**src/rtl/ibex_pkg.sv**
```systemverilog
// ============================================================================
// ibex_pkg : interrupt types, cause encodings and CSR bit positions
// Revision : 1.0
// ============================================================================
`default_nettype none

package ibex_pkg;

  typedef struct packed {
    logic        irq_software;
    logic        irq_timer;
    logic        irq_external;
    logic [14:0] irq_fast;
  } irqs_t;

  typedef enum logic [5:0] {
    EXC_CAUSE_INSN_ADDR_MISA  = {1'b0, 5'd00},
    EXC_CAUSE_IRQ_SOFTWARE_M  = {1'b1, 5'd03},
    EXC_CAUSE_IRQ_TIMER_M     = {1'b1, 5'd07},
    EXC_CAUSE_IRQ_EXTERNAL_M  = {1'b1, 5'd11},
    EXC_CAUSE_IRQ_NM          = {1'b1, 5'd31}
  } exc_cause_e;

  typedef enum logic [0:0] {
    IRQ_IDLE = 1'b0,
    IRQ_REQ  = 1'b1
  } irq_state_e;

  localparam int unsigned CSR_MSIX_BIT       = 3;
  localparam int unsigned CSR_MTIX_BIT       = 7;
  localparam int unsigned CSR_MEIX_BIT       = 11;
  localparam int unsigned CSR_MFIX_BIT_LOW   = 16;
  localparam int unsigned CSR_MFIX_BIT_HIGH  = 30;

  parameter logic [4:0] IRQ_FAST_CAUSE_BASE = 5'd16;

endpackage

`default_nettype wire

```
**src/rtl/ibex_irq_ctrl.sv**
```systemverilog
// ============================================================================
// ibex_irq_ctrl : pending register, NMI edge latch and request/ack handshake
// Revision : 1.0
// ============================================================================
`default_nettype none

module ibex_irq_ctrl
  import ibex_pkg::*;
(
  input  logic       clk_i,
  input  logic       rst_ni,
  input  irqs_t      irqs_i,
  input  logic       irq_nm_i,
  input  irqs_t      mie_i,
  input  logic       mstatus_mie_i,
  input  logic       debug_mode_i,
  input  logic       irq_ack_i,
  output logic       irq_req_o,
  output exc_cause_e irq_cause_o,
  output irqs_t      mip_o,
  output logic       nmi_pending_o
);

  irq_state_e state_q, state_d;
  exc_cause_e cause_q, cause_d;
  irqs_t      mip_q;
  logic       nm_q;
  logic       nmi_pending_q, nmi_pending_d;

  irqs_t      irq_en;
  logic       nmi_en;
  logic       nmi_accept;

  function automatic exc_cause_e fast_cause(input int unsigned idx);
    fast_cause = exc_cause_e'({1'b1, IRQ_FAST_CAUSE_BASE + 5'(idx)});
  endfunction

  // Descending scan so the lowest-indexed fast line is the last writer.
  function automatic exc_cause_e prio_cause(input logic nmi, input irqs_t en);
    prio_cause = EXC_CAUSE_INSN_ADDR_MISA;
    if (nmi) begin
      prio_cause = EXC_CAUSE_IRQ_NM;
    end else if (|en.irq_fast) begin
      for (int i = 14; i >= 0; i--) begin
        if (en.irq_fast[i]) prio_cause = fast_cause(i);
      end
    end else if (en.irq_external) begin
      prio_cause = EXC_CAUSE_IRQ_EXTERNAL_M;
    end else if (en.irq_software) begin
      prio_cause = EXC_CAUSE_IRQ_SOFTWARE_M;
    end else if (en.irq_timer) begin
      prio_cause = EXC_CAUSE_IRQ_TIMER_M;
    end
  endfunction

  function automatic logic still_eligible(input exc_cause_e cause, input irqs_t en);
    still_eligible = 1'b0;
    case (cause)
      EXC_CAUSE_IRQ_NM:         still_eligible = 1'b1;
      EXC_CAUSE_IRQ_EXTERNAL_M: still_eligible = en.irq_external;
      EXC_CAUSE_IRQ_SOFTWARE_M: still_eligible = en.irq_software;
      EXC_CAUSE_IRQ_TIMER_M:    still_eligible = en.irq_timer;
      default: begin
        for (int i = 0; i < 15; i++) begin
          if (cause == fast_cause(i)) still_eligible = en.irq_fast[i];
        end
      end
    endcase
  endfunction

  assign irq_en     = mip_q & mie_i & {18{mstatus_mie_i & ~debug_mode_i}};
  assign nmi_en     = nmi_pending_q & ~debug_mode_i;
  assign nmi_accept = (state_q == IRQ_REQ) && irq_ack_i && (cause_q == EXC_CAUSE_IRQ_NM);

  always_comb begin
    state_d       = state_q;
    cause_d       = cause_q;
    nmi_pending_d = (irq_nm_i & ~nm_q) | (nmi_pending_q & ~nmi_accept);
    case (state_q)
      IRQ_IDLE: begin
        if (nmi_en || (|irq_en)) begin
          cause_d = prio_cause(nmi_en, irq_en);
          state_d = IRQ_REQ;
        end
      end
      IRQ_REQ: begin
        // Ack wins over loss of eligibility; an NMI is never withdrawn.
        if (irq_ack_i || !still_eligible(cause_q, irq_en)) begin
          state_d = IRQ_IDLE;
        end
      end
      default: state_d = IRQ_IDLE;
    endcase
  end

  always_ff @(posedge clk_i or negedge rst_ni) begin
    if (!rst_ni) begin
      state_q       <= IRQ_IDLE;
      cause_q       <= EXC_CAUSE_INSN_ADDR_MISA;
      mip_q         <= '0;
      nm_q          <= 1'b0;
      nmi_pending_q <= 1'b0;
    end else begin
      state_q       <= state_d;
      cause_q       <= cause_d;
      mip_q         <= irqs_i;
      nm_q          <= irq_nm_i;
      nmi_pending_q <= nmi_pending_d;
    end
  end

  assign irq_req_o     = (state_q == IRQ_REQ);
  assign irq_cause_o   = cause_q;
  assign mip_o         = mip_q;
  assign nmi_pending_o = nmi_pending_q;

endmodule

`default_nettype wire

```
**config.mk**
```make
export PLATFORM = sky130hd
export DESIGN_NAME = ibex_irq_ctrl
export DESIGN_NICKNAME = d
export VERILOG_FILES = /design/src/rtl/ibex_pkg.sv /design/src/rtl/ibex_irq_ctrl.sv
export SDC_FILE = /design/constraint.sdc
export NUM_CORES = 1
export LEC_CHECK = 0
export BUFFER_PORTS_ARGS = -buffer_cell sky130_fd_sc_hd__buf_4
export CORE_MARGIN = 5
export CORE_UTILIZATION = 40
export CTS_CLUSTER_SIZE = 8
export DETAILED_ROUTE_END_ITERATION = 10
export PLACE_DENSITY = 0.7
export SLEW_MARGIN = 20
export SYNTH_ARGS = -nofsm -noshare
export SYNTH_HDL_FRONTEND = slang
export SYNTH_SLANG_ARGS = --single-unit
```
**constraint.sdc**
```tcl
create_clock -name clk_i -period 2.08 [get_ports clk_i]
set_input_delay 0.312 -clock clk_i [delete_from_list [all_inputs] [get_ports clk_i]]
set_output_delay 0.312 -clock clk_i [all_outputs]
set_load 0.05 [all_outputs]
```
* Yosys cells after proc, flatten, opt, wreduce, memory -nomap -nowiden
Index checks and enable logic that the tools add are counted. W data, S select, Z words.
Operators by class: $add $sub $neg 0, multipliers 0, div/mod/pow operators 0, magnitude comparators 0, eq/ne operators 19, shifts and indexed selects 0, muxes and demuxes 40, bitwise gates (word level) 11, reductions and logical operators 8
Operator list (number):
- $mux W6 | 20
- $eq A6 B6 Y1 const B | 19
- $and A18 B18 Y18 | 2
- $mux W1 | 18
- $reduce_or A18 Y1 | 1
- $reduce_or A15 Y1 | 1
- $and A1 B1 Y1 | 4
- $not A1 Y1 | 4
- $pmux W1 S4 | 1
- $logic_and A1 B1 Y1 | 2
- $logic_or A1 B1 Y1 | 2
- $pmux W1 S2 | 1
- $reduce_and A2 Y1 | 1
- $logic_not A1 Y1 | 1
- $or A1 B1 Y1 | 1
Word-level totals: register bits after elaboration 27, bits in latches 0, RAM bits 0, memory bits (read-only) 0, output and inout bits 26, word-level logic and storage cells 86, memories kept 0

* Logic depth before layout (Yosys ltp)
depth after elaboration 24, gate-level depth with buffers 7, mapped depth without buffers 6

* Least setup slack after synthesis
No wires, ideal clock.
path kind reg2reg, start register mip_q, in the netlist mip_o[1], end register cause_q, in the netlist irq_cause_o[5], setup time 124 ps, arrival 2062 ps, data required time 1956 ps, path slack -106 ps, stages on the path, launching flop included 6, clock period less this slack 2186 ps, cell sequence dfrtp_1 > a22oi_2 > a31oi_1 > or4_4 > o31a_1 > or2_1
Between the ends: cells in the longest elaborated chain, start to end 6
Ends and longest elaborated chain:
- start: declaration | RTL line ibex_irq_ctrl.sv:26 | irqs_t mip_q;
- start signal: assignment | RTL line ibex_irq_ctrl.sv:106 | mip_q <= irqs_i;
- $and A18 B18 Y18 * (2 in a row) | RTL line ibex_irq_ctrl.sv:71 | assign irq_en = mip_q & mie_i & {18{mstatus_mie_i & ~debug_mode_i}};
- $mux W6 (2 in a row) | RTL line ibex_irq_ctrl.sv:45 | if (en.irq_fast[i]) prio_cause = fast_cause(i);
- $mux W6 | RTL line ibex_irq_ctrl.sv:43 | end else if (|en.irq_fast) begin
- $mux W6 | RTL line ibex_irq_ctrl.sv:41 | if (nmi) begin
- end signal: assignment | RTL line ibex_irq_ctrl.sv:105 | cause_q <= cause_d;
- end: declaration | RTL line ibex_irq_ctrl.sv:25 | exc_cause_e cause_q, cause_d;
Mark *: on every way between the ends. The rest lies on a longest branch, timed or not. A chain may end at the register's enable or synchronous reset.

* Worst setup path after layout
start register mip_q, in the netlist mip_o[4], end register state_q, in the netlist irq_req_o
Between the ends: cells in the longest elaborated chain, start to end 19
Ends and longest elaborated chain:
- $and A18 B18 Y18 * (2 in a row) | RTL line ibex_irq_ctrl.sv:71
- $mux W1 (11 in a row) | RTL line ibex_irq_ctrl.sv:65 | if (cause == fast_cause(i)) still_eligible = en.irq_fast[i];
- $pmux W1 S4 | RTL line ibex_irq_ctrl.sv:58 | case (cause)
- $mux W1 | RTL line ibex_irq_ctrl.sv:79 | case (state_q)
- $logic_not A1 Y1 | RTL line ibex_irq_ctrl.sv:88 | if (irq_ack_i || !still_eligible(cause_q, irq_en)) begin
- $logic_or A1 B1 Y1 | RTL line ibex_irq_ctrl.sv:88
- $mux W1 | RTL line ibex_irq_ctrl.sv:88
- $pmux W1 S2 * | RTL line ibex_irq_ctrl.sv:79
- named net state_d | RTL line ibex_irq_ctrl.sv:24 | irq_state_e state_q, state_d;
- end signal: assignment | RTL line ibex_irq_ctrl.sv:104 | state_q <= state_d;
- end: declaration | RTL line ibex_irq_ctrl.sv:24
The timed path passes the listed nets; every way through them passes the cells marked *. The select of a mux whose other input is x is not followed.

==> results.md <==
- Fin crit share: 94.5%
- EDFF count, synth: 0
- Core area: 3340 sq um
- CTS tree: done
- Async set-reset flop share out of synthesis: 100%
- WP data arrival: 2.19 ns
- DRC violations left: 0
- Worst-margin pin slew: 0.416 ns
- Hold Crit Class: in2reg
- Die ar.: 4730 sq um
- DR iter-0 viols: 107
- Most used DFF post-synth: dfrtp_1
- DRT Wirelength: 4130 um
- Share of layout cells above drive strength 1: 41.5%
- IO buf count: 67
- Minimum clock period: 1.97 ns
- LEAKAGE: 0.924 nW
- Fmax: 508 MHz
- Worst EP required: 2.31 ns
- CTS buffer count: 3
- PD cells: 941 nW/um^2
- Hpwl dp: 3330 um
- GR Overflow Total: 0
- DR vias/cell: 5.53
- Post-Synthesis Cells: 151
- GRT Util Overall: 19.2%
- Initial Utilization: 41.4%
- Post-CTS setup buffers: 0
- Seq/Total Area, Yosys: 48.9%
- # H-tree levels: 1
- Rows: 21
- Ant diodes: 0
- Slew Viols, Final: 0
- Vias in the first global route: 1483
- Dpl cells: 265
- Clock slew at reported path FFs: 0.15 ns
- Fin. Hold Viols: 0
- Leading area contributor after synthesis: dfrtp_1
- Clk root buf: clkbuf_4
- Synth top area share: 48.9%
- Final antenna-violating net count: 0
- Ys Warns: 0
- Setup TNS: 0 ns
- Flops & latches, synth: 27
- Clock Sinks: 27
- Synth Area per Inst: 9.15 sq um
- Die Ht: 68.8 um
- Cell chain of the critical path: nand2_1 -> a41oi_2 -> or4_4 -> o31a_1 -> a41o_1
- Post-Syn Area: 1380 sq um
- Register Area: 689 sq um
- Result of the run: finished, final reports clean
- # setup viols final: 0
- Drt first pass iters: 4
- Fill cells: 325
- Clock Latency Late Sink: 0.32 ns
- Worst VDD drop: 0.432 mV
- Hold wc startpoint: irqs_i[3]
- Vias: 1492
- Clock skew: 0.00992 ns
- CTS resizes: 0
- WL/cell: 15.3 um
- Layout Cells excl Fill: 270
- Commonest cells in the netlist: 27 x dfrtp_1, 24 x nand2_1, 12 x a21oi_1, 12 x a31oi_1
- Initial antenna violation count: 0
- Pin count of the biggest net entering global routing: 28
- Syn nets: 193
- Multi-input gate area: 657 sq um
- Critical path class: reg2reg
- I/O pins: 68
- Count leader, synth: dfrtp_1
- Worst Path Buf+Inv: 0
- MaxCap Viol Count: 0
- Max transition margin: 72.2%
- Ranking of synthesized cells by area: dfrtp_1 49%, nand2_1 6.5%, a31oi_1 5.4%
- Max Buffers Root-to-Sink: 2
- CP peak stage delay: 0.56 ns
- Crit path max fanout: 6
- Slowest cell on crit path: or4_4
- CTS Hold Bufs: 1
- DIE WIDTH: 68.8 um
- R2r startpoint: mip_o[4]$_DFF_PN0_
- Nets@finish: 267
- First-pass GRT wire length: 6840 um
- Critical path capture point type: flop
- RSZ-0062 raised after global routing: false
- Worst setup startpoint: mip_o[4]$_DFF_PN0_
- Critical Path Start Type: flop
- Synth unique cells: 39
- Syn-to-layout area delta: 47.4%
- GP Congestion: 0.892
- Worst path top cell family by delay: compound AO/OA/AOI/OAI gates
state kept, by name (all words and copies together), names as in the netlist:
name	flops
mip_o	18
irq_cause_o	6
irq_req_o	1
nm_q	1
nmi_pending_o	1
final cells by class:
class | count | share of cell area [%]
clock inverters | 1 | 0.246
repair buffers | 76 | 28.8
inverters | 5 | 0.922
well taps | 46 | 2.83
multi-input cells | 112 | 32.3
clock buffers | 3 | 1.11
flip-flops and latches | 27 | 33.9
path summary, 6_finish.rpt:
check / to / slack [ns] / cells after the start
worst max register to register: irq_req_o$_DFF_PN0_ / 0.11 / 5
worst max-delay path: irq_req_o$_DFF_PN0_ / 0.11 / 5
max in group asynchronous: mip_o[7]$_DFF_PN0_ / 1.37 / 2
min in group asynchronous: mip_o[12]$_DFF_PN0_ / 0.42 / 2
worst min-delay path: mip_o[3]$_DFF_PN0_ / 0.08 / 1
worst min register to register: nmi_pending_o$_DFF_PN0_ / 0.44 / 1
routing by layer:
| layer | part of all wire [%] | global-route usage (%) |
|---|---|---|
| met2 | 51 | 32.2 |
| met3 | 8.3 | 4.70 |
| met4 | 1.0 | 4.87 |
| met5 | 0 | 0 |
| met1 | 40 | 24.8 |
per-stage QoR:
stage          power (mW)  setup WS, ns  utilization, %  cell area [sq um]  hold WS, ns
6_report             1.92         0.113            61.0               2040       0.0820
5_1_grt              2.07        0.0163            61.0               2040       0.0466
4_1_cts              1.92         0.146            61.0               2040       0.0674
3_5_place_dp         1.70        0.0578            59.9               2000        0.250
3_3_place_gp         1.69         0.115            59.9               2000        0.239
2_1_floorplan        1.36        0.0542               -               1400       0.0164
cell families after synthesis:
| group | count (synthesis) | share of synthesized area [%] |
|---|---|---|
| AO/OA/AOI/OAI | 58 | 29.1 |
| AND/OR/NAND/NOR | 54 | 18.5 |
| flip-flops | 27 | 48.9 |
| buffers and inverters | 12 | 3.53 |
cell usage in the layout, fill, tap and decap left out, types with 2 or more instances in the layout:
master and n:
nor3_1 2, o21bai_1 2, nor2_1 8, o31a_1 4, buf_4 74, dfrtp_2 11, a22oi_1 2, nand2_1 24
o211ai_1 2, inv_1 5, nor2b_1 3, o21ai_0 7, clkbuf_4 3, dfrtp_1 16, a41oi_1 2, nand3_1 8
a21oi_1 12, o22ai_1 3, a31oi_1 12
where the power goes:
group	internal, mW	total, mW	switching, mW
clock network	0.0719	0.224	0.152
registers	0.599	0.741	0.142
logic	0.364	0.951	0.587
Power figures use the tool's default switching activity.
